$ cat config.mk
export PLATFORM = sky130hd
export DESIGN_NAME = pwm_channel_scheduler
export DESIGN_NICKNAME = d
export VERILOG_FILES = /design/src/rtl/pwm_channel_scheduler.sv
export SDC_FILE = /design/constraint.sdc
export NUM_CORES = 1
export LEC_CHECK = 0
export BUFFER_PORTS_ARGS = -buffer_cell sky130_fd_sc_hd__buf_2
export CORE_MARGIN = 2
export CORE_UTILIZATION = 35
export CTS_BUF_LIST = sky130_fd_sc_hd__clkbuf_4 sky130_fd_sc_hd__clkbuf_8
export CTS_CLUSTER_DIAMETER = 200
export DETAILED_ROUTE_END_ITERATION = 8
export MAX_ROUTING_LAYER = met4
export PLACE_DENSITY = 0.62
export SLEW_MARGIN = 20
export SYNTH_ARGS = -nofsm -noshare
export SYNTH_HDL_FRONTEND = slang
export SYNTH_SLANG_ARGS = --single-unit
$ cat constraint.sdc
create_clock -name clk -period 3.8 [get_ports clk]
set_input_delay 0.38 -clock clk [delete_from_list [all_inputs] [get_ports clk]]
set_output_delay 0.38 -clock clk [all_outputs]
set_load 0.05 [all_outputs]
$ cat src/rtl/pwm_channel_scheduler.sv
// -----------------------------------------------------------------------------
// pwm_channel_scheduler
//
// Shares one RC-PWM pulse-width measurement engine across NUM_CH servo inputs.
// A round-robin arbiter grants the next enabled channel. The scheduler waits for
// that channel to be low, then for a clean rising edge, and counts the high time
// in clk cycles (1 MHz clk gives microseconds). The width is then classified and
// reported as a one-cycle result pulse.
//
// Ports
//   clk           in   system clock
//   rst_n         in   asynchronous active-low reset
//   ena           in   design selected; low behaves like run=0
//   run           in   scheduler enable
//   ch_in         in   raw asynchronous PWM inputs, one bit per channel
//   ch_en         in   per-channel enable mask, sampled only at grant
//   busy          out  high in every state except IDLE
//   ch_sel        out  channel currently granted
//   result_valid  out  one-cycle pulse when a new result is presented
//   result_ch     out  channel of the last result (held)
//   result_width  out  measured high time in cycles (held)
//   result_class  out  00 LOW, 01 MID, 10 HIGH, 11 FAULT (held)
// -----------------------------------------------------------------------------
module pwm_channel_scheduler #(
    parameter int NUM_CH             = 4,
    parameter int CNT_W              = 15,
    parameter int MAX_COUNTER_VALUE  = 2000,
    parameter int HIGH_COUNTER_VALUE = 1900,
    parameter int LOW_COUNTER_VALUE  = 1100,
    parameter int TIMEOUT_VALUE      = 25000
) (
    input  logic                      clk,
    input  logic                      rst_n,
    input  logic                      ena,
    input  logic                      run,
    input  logic [NUM_CH-1:0]         ch_in,
    input  logic [NUM_CH-1:0]         ch_en,
    output logic                      busy,
    output logic [$clog2(NUM_CH)-1:0] ch_sel,
    output logic                      result_valid,
    output logic [$clog2(NUM_CH)-1:0] result_ch,
    output logic [CNT_W-1:0]          result_width,
    output logic [1:0]                result_class
);

    localparam int SEL_W = $clog2(NUM_CH);

    localparam logic [CNT_W-1:0] MAX_W  = CNT_W'(MAX_COUNTER_VALUE);
    localparam logic [CNT_W-1:0] HIGH_W = CNT_W'(HIGH_COUNTER_VALUE);
    localparam logic [CNT_W-1:0] LOW_W  = CNT_W'(LOW_COUNTER_VALUE);
    localparam logic [CNT_W-1:0] TO_W   = CNT_W'(TIMEOUT_VALUE);

    localparam logic [1:0] CLS_LOW   = 2'b00;
    localparam logic [1:0] CLS_MID   = 2'b01;
    localparam logic [1:0] CLS_HIGH  = 2'b10;
    localparam logic [1:0] CLS_FAULT = 2'b11;

    typedef enum logic [2:0] {
        IDLE,
        SYNC,
        WAIT_RISE,
        MEASURE,
        REPORT
    } state_t;

    // Counters stick at all-ones instead of wrapping back to zero.
    function automatic logic [CNT_W-1:0] sat_inc(input logic [CNT_W-1:0] v);
        if (v == {CNT_W{1'b1}}) begin
            return v;
        end
        return v + CNT_W'(1);
    endfunction

    // Boundary values themselves classify as MID.
    function automatic logic [1:0] classify(input logic [CNT_W-1:0] w);
        if (w > HIGH_W) begin
            return CLS_HIGH;
        end
        if (w < LOW_W) begin
            return CLS_LOW;
        end
        return CLS_MID;
    endfunction

    state_t            state_q, state_d;
    logic [SEL_W-1:0]  rr_q, rr_d;
    logic [SEL_W-1:0]  ch_sel_q, ch_sel_d;
    logic [CNT_W-1:0]  to_q, to_d;
    logic [CNT_W-1:0]  width_q, width_d;
    logic              rv_q, rv_d;
    logic [SEL_W-1:0]  rch_q, rch_d;
    logic [CNT_W-1:0]  rw_q, rw_d;
    logic [1:0]        rcl_q, rcl_d;

    // Two flops per channel for metastability, plus a third flop so the
    // selected channel's previous synced value is available for edge detection
    // without carrying over history from the previously granted channel.
    logic [NUM_CH-1:0] sync1_q, sync2_q, sync3_q;

    always_ff @(posedge clk or negedge rst_n) begin
        if (!rst_n) begin
            sync1_q <= '0;
            sync2_q <= '0;
            sync3_q <= '0;
        end else begin
            sync1_q <= ch_in;
            sync2_q <= sync1_q;
            sync3_q <= sync2_q;
        end
    end

    logic s_cur;
    logic s_prev;
    logic go;

    assign s_cur  = sync2_q[ch_sel_q];
    assign s_prev = sync3_q[ch_sel_q];
    assign go     = run & ena;

    // Round-robin search starting just after the last granted channel.
    logic [SEL_W-1:0] grant_ch;
    logic [SEL_W-1:0] cand;
    logic             grant_found;

    always_comb begin
        grant_found = 1'b0;
        grant_ch    = rr_q;
        cand        = rr_q;
        for (int i = 1; i <= NUM_CH; i++) begin
            cand = SEL_W'((int'(rr_q) + i) % NUM_CH);
            if (!grant_found && ch_en[cand]) begin
                grant_found = 1'b1;
                grant_ch    = cand;
            end
        end
    end

    logic             take_grant;
    logic             do_report;
    logic             rep_fault;
    logic [CNT_W-1:0] rep_w;
    logic [CNT_W-1:0] width_inc;

    assign width_inc = sat_inc(width_q);

    always_comb begin
        state_d    = state_q;
        rr_d       = rr_q;
        ch_sel_d   = ch_sel_q;
        to_d       = to_q;
        width_d    = width_q;
        rv_d       = 1'b0;
        rch_d      = rch_q;
        rw_d       = rw_q;
        rcl_d      = rcl_q;
        take_grant = 1'b0;
        do_report  = 1'b0;
        rep_fault  = 1'b0;
        rep_w      = width_q;

        case (state_q)
            IDLE, REPORT: begin
                if (go && grant_found) begin
                    take_grant = 1'b1;
                end else begin
                    state_d = IDLE;
                end
            end

            // The timeout budget spans SYNC and WAIT_RISE together.
            SYNC, WAIT_RISE: begin
                to_d = sat_inc(to_q);
                if (!go) begin
                    state_d = IDLE;
                end else if (to_d >= TO_W) begin
                    do_report = 1'b1;
                    rep_fault = 1'b1;
                    rep_w     = '0;
                end else if (state_q == SYNC) begin
                    // Only a low level here guarantees the next high is a whole pulse.
                    if (!s_cur) begin
                        state_d = WAIT_RISE;
                    end
                end else if (s_cur && !s_prev) begin
                    state_d = MEASURE;
                    width_d = CNT_W'(1);
                end
            end

            MEASURE: begin
                if (!go) begin
                    state_d = IDLE;
                end else if (s_cur) begin
                    if (width_inc >= MAX_W) begin
                        do_report = 1'b1;
                        rep_fault = 1'b1;
                        rep_w     = MAX_W;
                    end else begin
                        width_d = width_inc;
                    end
                end else begin
                    do_report = 1'b1;
                    rep_w     = width_q;
                end
            end

            default: begin
                state_d = IDLE;
            end
        endcase

        if (take_grant) begin
            state_d  = SYNC;
            rr_d     = grant_ch;
            ch_sel_d = grant_ch;
            to_d     = '0;
        end

        if (do_report) begin
            state_d = REPORT;
            rv_d    = 1'b1;
            rch_d   = ch_sel_q;
            rw_d    = rep_w;
            rcl_d   = rep_fault ? CLS_FAULT : classify(rep_w);
        end
    end

    always_ff @(posedge clk or negedge rst_n) begin
        if (!rst_n) begin
            state_q  <= IDLE;
            rr_q     <= SEL_W'(NUM_CH - 1);
            ch_sel_q <= '0;
            to_q     <= '0;
            width_q  <= '0;
            rv_q     <= 1'b0;
            rch_q    <= '0;
            rw_q     <= '0;
            rcl_q    <= '0;
        end else begin
            state_q  <= state_d;
            rr_q     <= rr_d;
            ch_sel_q <= ch_sel_d;
            to_q     <= to_d;
            width_q  <= width_d;
            rv_q     <= rv_d;
            rch_q    <= rch_d;
            rw_q     <= rw_d;
            rcl_q    <= rcl_d;
        end
    end

    assign busy         = (state_q != IDLE);
    assign ch_sel       = ch_sel_q;
    assign result_valid = rv_q;
    assign result_ch    = rch_q;
    assign result_width = rw_q;
    assign result_class = rcl_q;

endmodule
# Word level (Yosys, flattened, before mapping)
# Cells that the tools add are included.
# W data, S select, Z words.
# word_totals
register_bits	69
output_inout_bits	23
elab_cells	139
# op_classes
addsub	6
n_lt_le_gt_ge	9
eq_ne	18
mux	76
bitwise_logic	1
reduce_logical	17
# ops
cell	count
$mux W15	19
$pmux W15 S2	2
$add A15 B1 Y15 const B	2
$eq A15 B15 Y1 const B	2
$mux W1	28
$mux W3	9
$mux W2	9
$ge A15 B11 Y1 const B	1
$ge A15 B15 Y1 const B	1
$gt A15 B11 Y1 const B	1
$lt A15 B11 Y1 const B	1
$lt A2 B3 Y1 const B	5
$ne A2 B2 Y1 const B	7
$bmux W1 S2	6
$ne A6 B6 Y1 const B	2
$pmux W3 S3	1
$ne A4 B4 Y1 const B	2
$reduce_and A8 Y1	1
$eq A3 B2 Y1 const B	2
$logic_and A1 B1 Y1	5
$ne A5 B5 Y1 const B	1
$reduce_and A5 Y1	1
$add A2 B1 Y2 const B	2
$add A2 B2 Y2 const B	2
9 further kinds	15

# Depth between registers and ports, before layout
# depth
ltp_word	18
ltp_mapped	12

# Worst setup path before layout
# No wires, ideal clock.
# synth_timing
kind	reg2reg
from	register width_q[0]
to	register rw_q[0] (netlist: result_width[0])
arrival_time_ns	2.536
required_time_ns	3.679
setup_slack_ns	1.143
stages_incl_launch_ff	12
period_less_slack_ns	2.657
cell_sequence	dfrtp_1 > ha_1 > clkbuf_4 > and3_1 > a311oi_1 > o41ai_2 > nor3_1 > nor4_1 > a21oi_1 > nor2_2 > buf_2 > a22o_1
# synth_via
elab_chain_cells	8
# synth_rtl
element	line	rtl
start: declaration	89	logic [CNT_W-1:0] width_q, width_d;
start signal: assignment	244	width_q <= width_d;
branches (longest 8 deep; another with $add A15 B1 Y15)	n/a	
end signal: assignment	247	rw_q <= rw_d;
end: declaration	92	logic [CNT_W-1:0] rw_q, rw_d;
# Parallel ways; which one is timed is not known. The select of a mux whose other input is x is not followed.
# A chain may end at the register's enable or synchronous reset.

# Worst setup path after layout
# layout_timing
from	register width_q[0]
to	register state_q[0]
# layout_via
elab_chain_cells	10
# layout_rtl
element	line	rtl
branches (longest 2 deep; another with $add A15 B1 Y15)	n/a	
$mux W15 *	71	return v + CNT_W'(1);
$ge A15 B11 Y1 *	194	if (width_inc >= MAX_W) begin
$mux W1 *	194	
$mux W1 *	193	end else if (s_cur) begin
$mux W1 *	191	if (!go) begin
$pmux W1 S2 *	161	case (state_q)
via do_report	139	logic do_report;
$ne A6 B6 Y1 (no source line) (tied with other cells)	n/a	
$reduce_and A5 Y1 (no source line)	n/a	
end signal: assignment	240	state_q <= state_d;
end: declaration	85	state_t state_q, state_d;
# Mark *: on every way through the listed nets, which the timed path passes. The select of a mux whose other input is x is not followed.

==> results.sh <==
export IMPL_synthTopCellsByArea="dfrtp_1 45%, nor2_1 3.3%, nand2_1 2.5%"
export IMPL_post_cts_buffers=0
export IMPL_synth_edf_count=0
export IMPL_grt_pass1_vias=2970
export IMPL_rsz0062_at_grt="false"
export IMPL_syn_cell_area_um2=3760
export IMPL_ir_worst_vdd_mv=0.264
export IMPL_synthesis_nets=398
export IMPL_skew_ns=0.0134
export IMPL_drtPass1Iterations=4
export IMPL_total_leakage_power_nw=1.88
export IMPL_dr_first_iter_drc_count=234
export IMPL_cts_buffers=9
export IMPL_io_pin_count=35
export IMPL_critical_path_required_ns=4.05
export IMPL_ctsResizeCount=0
export IMPL_wl_per_cell_um=16.1
export IMPL_fin_crit_ns=3.40
export IMPL_syn_inst=384
export IMPL_dpl_cell_area_um2=4010
export IMPL_worst_pin_slew_ns=0.963
export IMPL_async_flop_share_pct=100
export IMPL_cpMaxStageDelayCell="nor2_2"
export IMPL_p_sw_uw=597
export IMPL_path_max_fanout=13
export IMPL_netSwitchingFraction_pct=34.1
export IMPL_gp_congestion=0.902
export IMPL_drt_vias_per_instance=5.58
export IMPL_start_util_pct=36.2
export IMPL_min_period_over_period_pct=89.5
export IMPL_nets=423
export IMPL_rows=37
export IMPL_critPathArrivalTime_ns=3.65
export IMPL_ant_nets=0
export IMPL_path_clk_slew_ns=0.09
export IMPL_grt_pass1_wl_um=15100
export IMPL_critical_path_class="reg2reg"
export IMPL_pwr_density_cell_nw_per_um2=417
export IMPL_endpoint_kind="flip-flop"
export IMPL_maxCapViolations=0
export IMPL_portBuffers=34
export IMPL_final_setup_tns_ns=0
export IMPL_ys_ff_latch=69
export IMPL_slew_headroom_pct=35.3
export IMPL_cp_cell_sequence="ha_1, nand3_1, o41ai_2, nor3_1, nor4_1, a21oi_1, nor2_2, inv_2, nor4_1"
export IMPL_avgSynthCellArea_um2=9.78
export IMPL_overflow=0
export IMPL_cts_max_level=3
export IMPL_route_detailed_drc=0
export IMPL_max_stage_delay_ns=0.52
export IMPL_cts_root_buf="clkbuf_8"
export IMPL_hpwl_um=6190
export IMPL_p_int_mw=1.15
export IMPL_antenna_cells=0
export IMPL_fp_coreArea_um2=10400
export IMPL_dieArea_um2=11600
export IMPL_fill_cells=1040
export IMPL_clkPwrFrac_pct=32.6
export IMPL_postLayoutCoreUtil_pct=40.4
export IMPL_final_setup_viol_count=0
export IMPL_synthToLayoutAreaGrowth_pct=11.5
export IMPL_synth_top_area_share_pct=44.6
export IMPL_synth_seq_area_share_pct=46.0
export IMPL_grt_util_all_layers_pct=17.1
export IMPL_slew_viol_final=0
export IMPL_hold_path_class="in2async"
export IMPL_outcome="complete, no violations"
export IMPL_cts_sinks=69
export IMPL_crit_path_start_kind="flip-flop"
export IMPL_insertion_delay_ns=0.36
export IMPL_power_frac_comb_pct=17.2
export IMPL_grt_antenna_before_repair=0
export IMPL_synth_area_leader_cell="dfrtp_1"
export IMPL_layout_drive_gt1_share_pct=18.8
export IMPL_fmax_mhz=294
export IMPL_die_y_um=108
export IMPL_wirelength_um=8860
export IMPL_synth_distinct_cells=75
export IMPL_final_cell_area_um2=4190
export IMPL_dr_total_vias=3071
export IMPL_grt_max_degree=45
export IMPL_p_seq_share_pct=50.3
export IMPL_synth_warnings=0
export IMPL_synthFlopType="dfrtp_1"
export IMPL_worst_path_most_repeated_cell="nor4_1"
export IMPL_hold_viol_final=0
export IMPL_cts_tree="done"
export IMPL_die_x_um=108
export IMPL_cts_buffer_depth=2
export IMPL_postCtsHoldBufs=0
[registers in the layout, summed over array words and instances, names as in the netlist]
signal	cells
result_width	15
to_q	15
width_q	15
sync1_q	4
sync2_q	4
sync3_q	4
state_q	3
ch_sel	2
result_ch	2
result_class	2
rr_q	2
result_valid	1
[per-stage QoR]
stage	cells	worst slack [ns]	power, mW	hold slack [ns]
after floorplan	384	1.14	1.11	0.0844
after global placement	534	0.659	1.19	0.332
after detailed placement	534	0.403	1.19	0.335
after CTS	550	0.351	1.77	0.107
after global routing	550	0.0646	1.84	0.0532
final	550	0.399	1.75	0.0106
[worst max-delay path: cells and delay by family, from the launching register on]
kind,cells,cell delay (ns)
simple gates,5,1.62
fa+ha+maj,1,0.43
flops,1,0.46
buf+inv,1,0.13
compound gates,2,0.65
[power groups by stage]
stage | registers (mW) | clock network (mW) | logic [mW]
finish | 0.879 | 0.569 | 0.300
global route | 0.892 | 0.620 | 0.332
CTS | 0.879 | 0.584 | 0.303
detailed placement | 0.893 | 0 | 0.301
global placement | 0.889 | 0 | 0.298
floorplan | 0.908 | 0 | 0.202
[routing by layer]
layer | share of wire (%) | GRT usage, % | vias up
met5 | 0 | - | -
met4 | 1.4 | 6.23 | 0
met3 | 4.4 | 3.45 | 13
met2 | 45 | 24.8 | 78
met1 | 49 | 23.7 | 1499
li1 | - | - | 1481
[final cells by class]
cell class | count | area (µm²) | area share, %
clock buffers | 9 | 124 | 2.96
clock inverters | 7 | 57.6 | 1.37
inverters | 15 | 56.3 | 1.34
multi-input cells | 277 | 1860 | 44.3
flip-flops and latches | 69 | 1730 | 41.3
well taps | 136 | 170 | 4.06
repair buffers | 37 | 195 | 4.66
[final timing paths]
kind / startpoint / to / slack [ns] / depth (start not counted)
setup / recovery: width_q[0]$_DFFE_PN0P_ / state_q[0]$_DFFE_PN0P_ / 0.40 / 9
hold / removal: rst_n / width_q[14]$_DFFE_PN0P_ / 0.01 / 1
setup reg to reg: width_q[0]$_DFFE_PN0P_ / state_q[0]$_DFFE_PN0P_ / 0.40 / 9
hold reg to reg: sync1_q[1]$_DFF_PN0_ / sync2_q[1]$_DFF_PN0_ / 0.35 / 0
max in group asynchronous: rst_n / sync3_q[1]$_DFF_PN0_ / 3.17 / 2
min in group clk: ch_in[1] / sync1_q[1]$_DFF_PN0_ / 0.12 / 1
[layout by cell type, fill, tap and decap left out, types with 4 or more instances in the layout]
master and instances:
o21ai_0 11, buf_2 33, a311oi_1 6, and3_1 11, or2_2 4, o22a_1 10
nand2_1 25, a31oi_1 11, xor2_1 8, nand2b_1 6, and2_1 7, clkbuf_8 9
mux2i_1 7, nor4_1 8, xnor2_1 4, buf_4 4, nor3_1 11, o22ai_1 4
o21ai_1 5, nand3_1 15, nand4_1 7, dfrtp_1 67, nor2_1 33, inv_1 14
a22o_1 9, a21oi_1 9
[kinds of logic (layout without fill, tap and decap cells)]
| group | after synthesis | count (layout) | synth area share, % |
|---|---|---|---|
| DFF | 69 | 69 | 46.0 |
| buffers and inverters | 38 | 68 | 4.93 |
| and+or+nand+nor | 151 | 151 | 21.6 |
| adders and majority gates | 2 | 2 | 0.666 |
| muxes | 12 | 12 | 4.06 |
| AOI/OAI and AO/OA | 100 | 100 | 19.9 |
| xor gates and xnor gates | 12 | 12 | 2.80 |
[synth_stat cells (all sizes together) (3+ instances only)]
cell and count:
buf 16, nand2 27, a22o 9, o21a 3, nor2 34, a311oi 6, a21oi 10, nor3b 3
o211ai 3, nor3 12, mux2i 7, clkbuf 7, and4 4, a31oi 11, xor2 8, xnor2 4
nor2b 3, nand4 8, a21o 3, inv 15, or2 5, o21ai 17, nor4 9, o22a 10
nand3 15, dfrtp 67, mux2 3, and3 13, nand2b 6, and2 7, o22ai 4
Note: power is estimated with default switching activity, not from simulation.
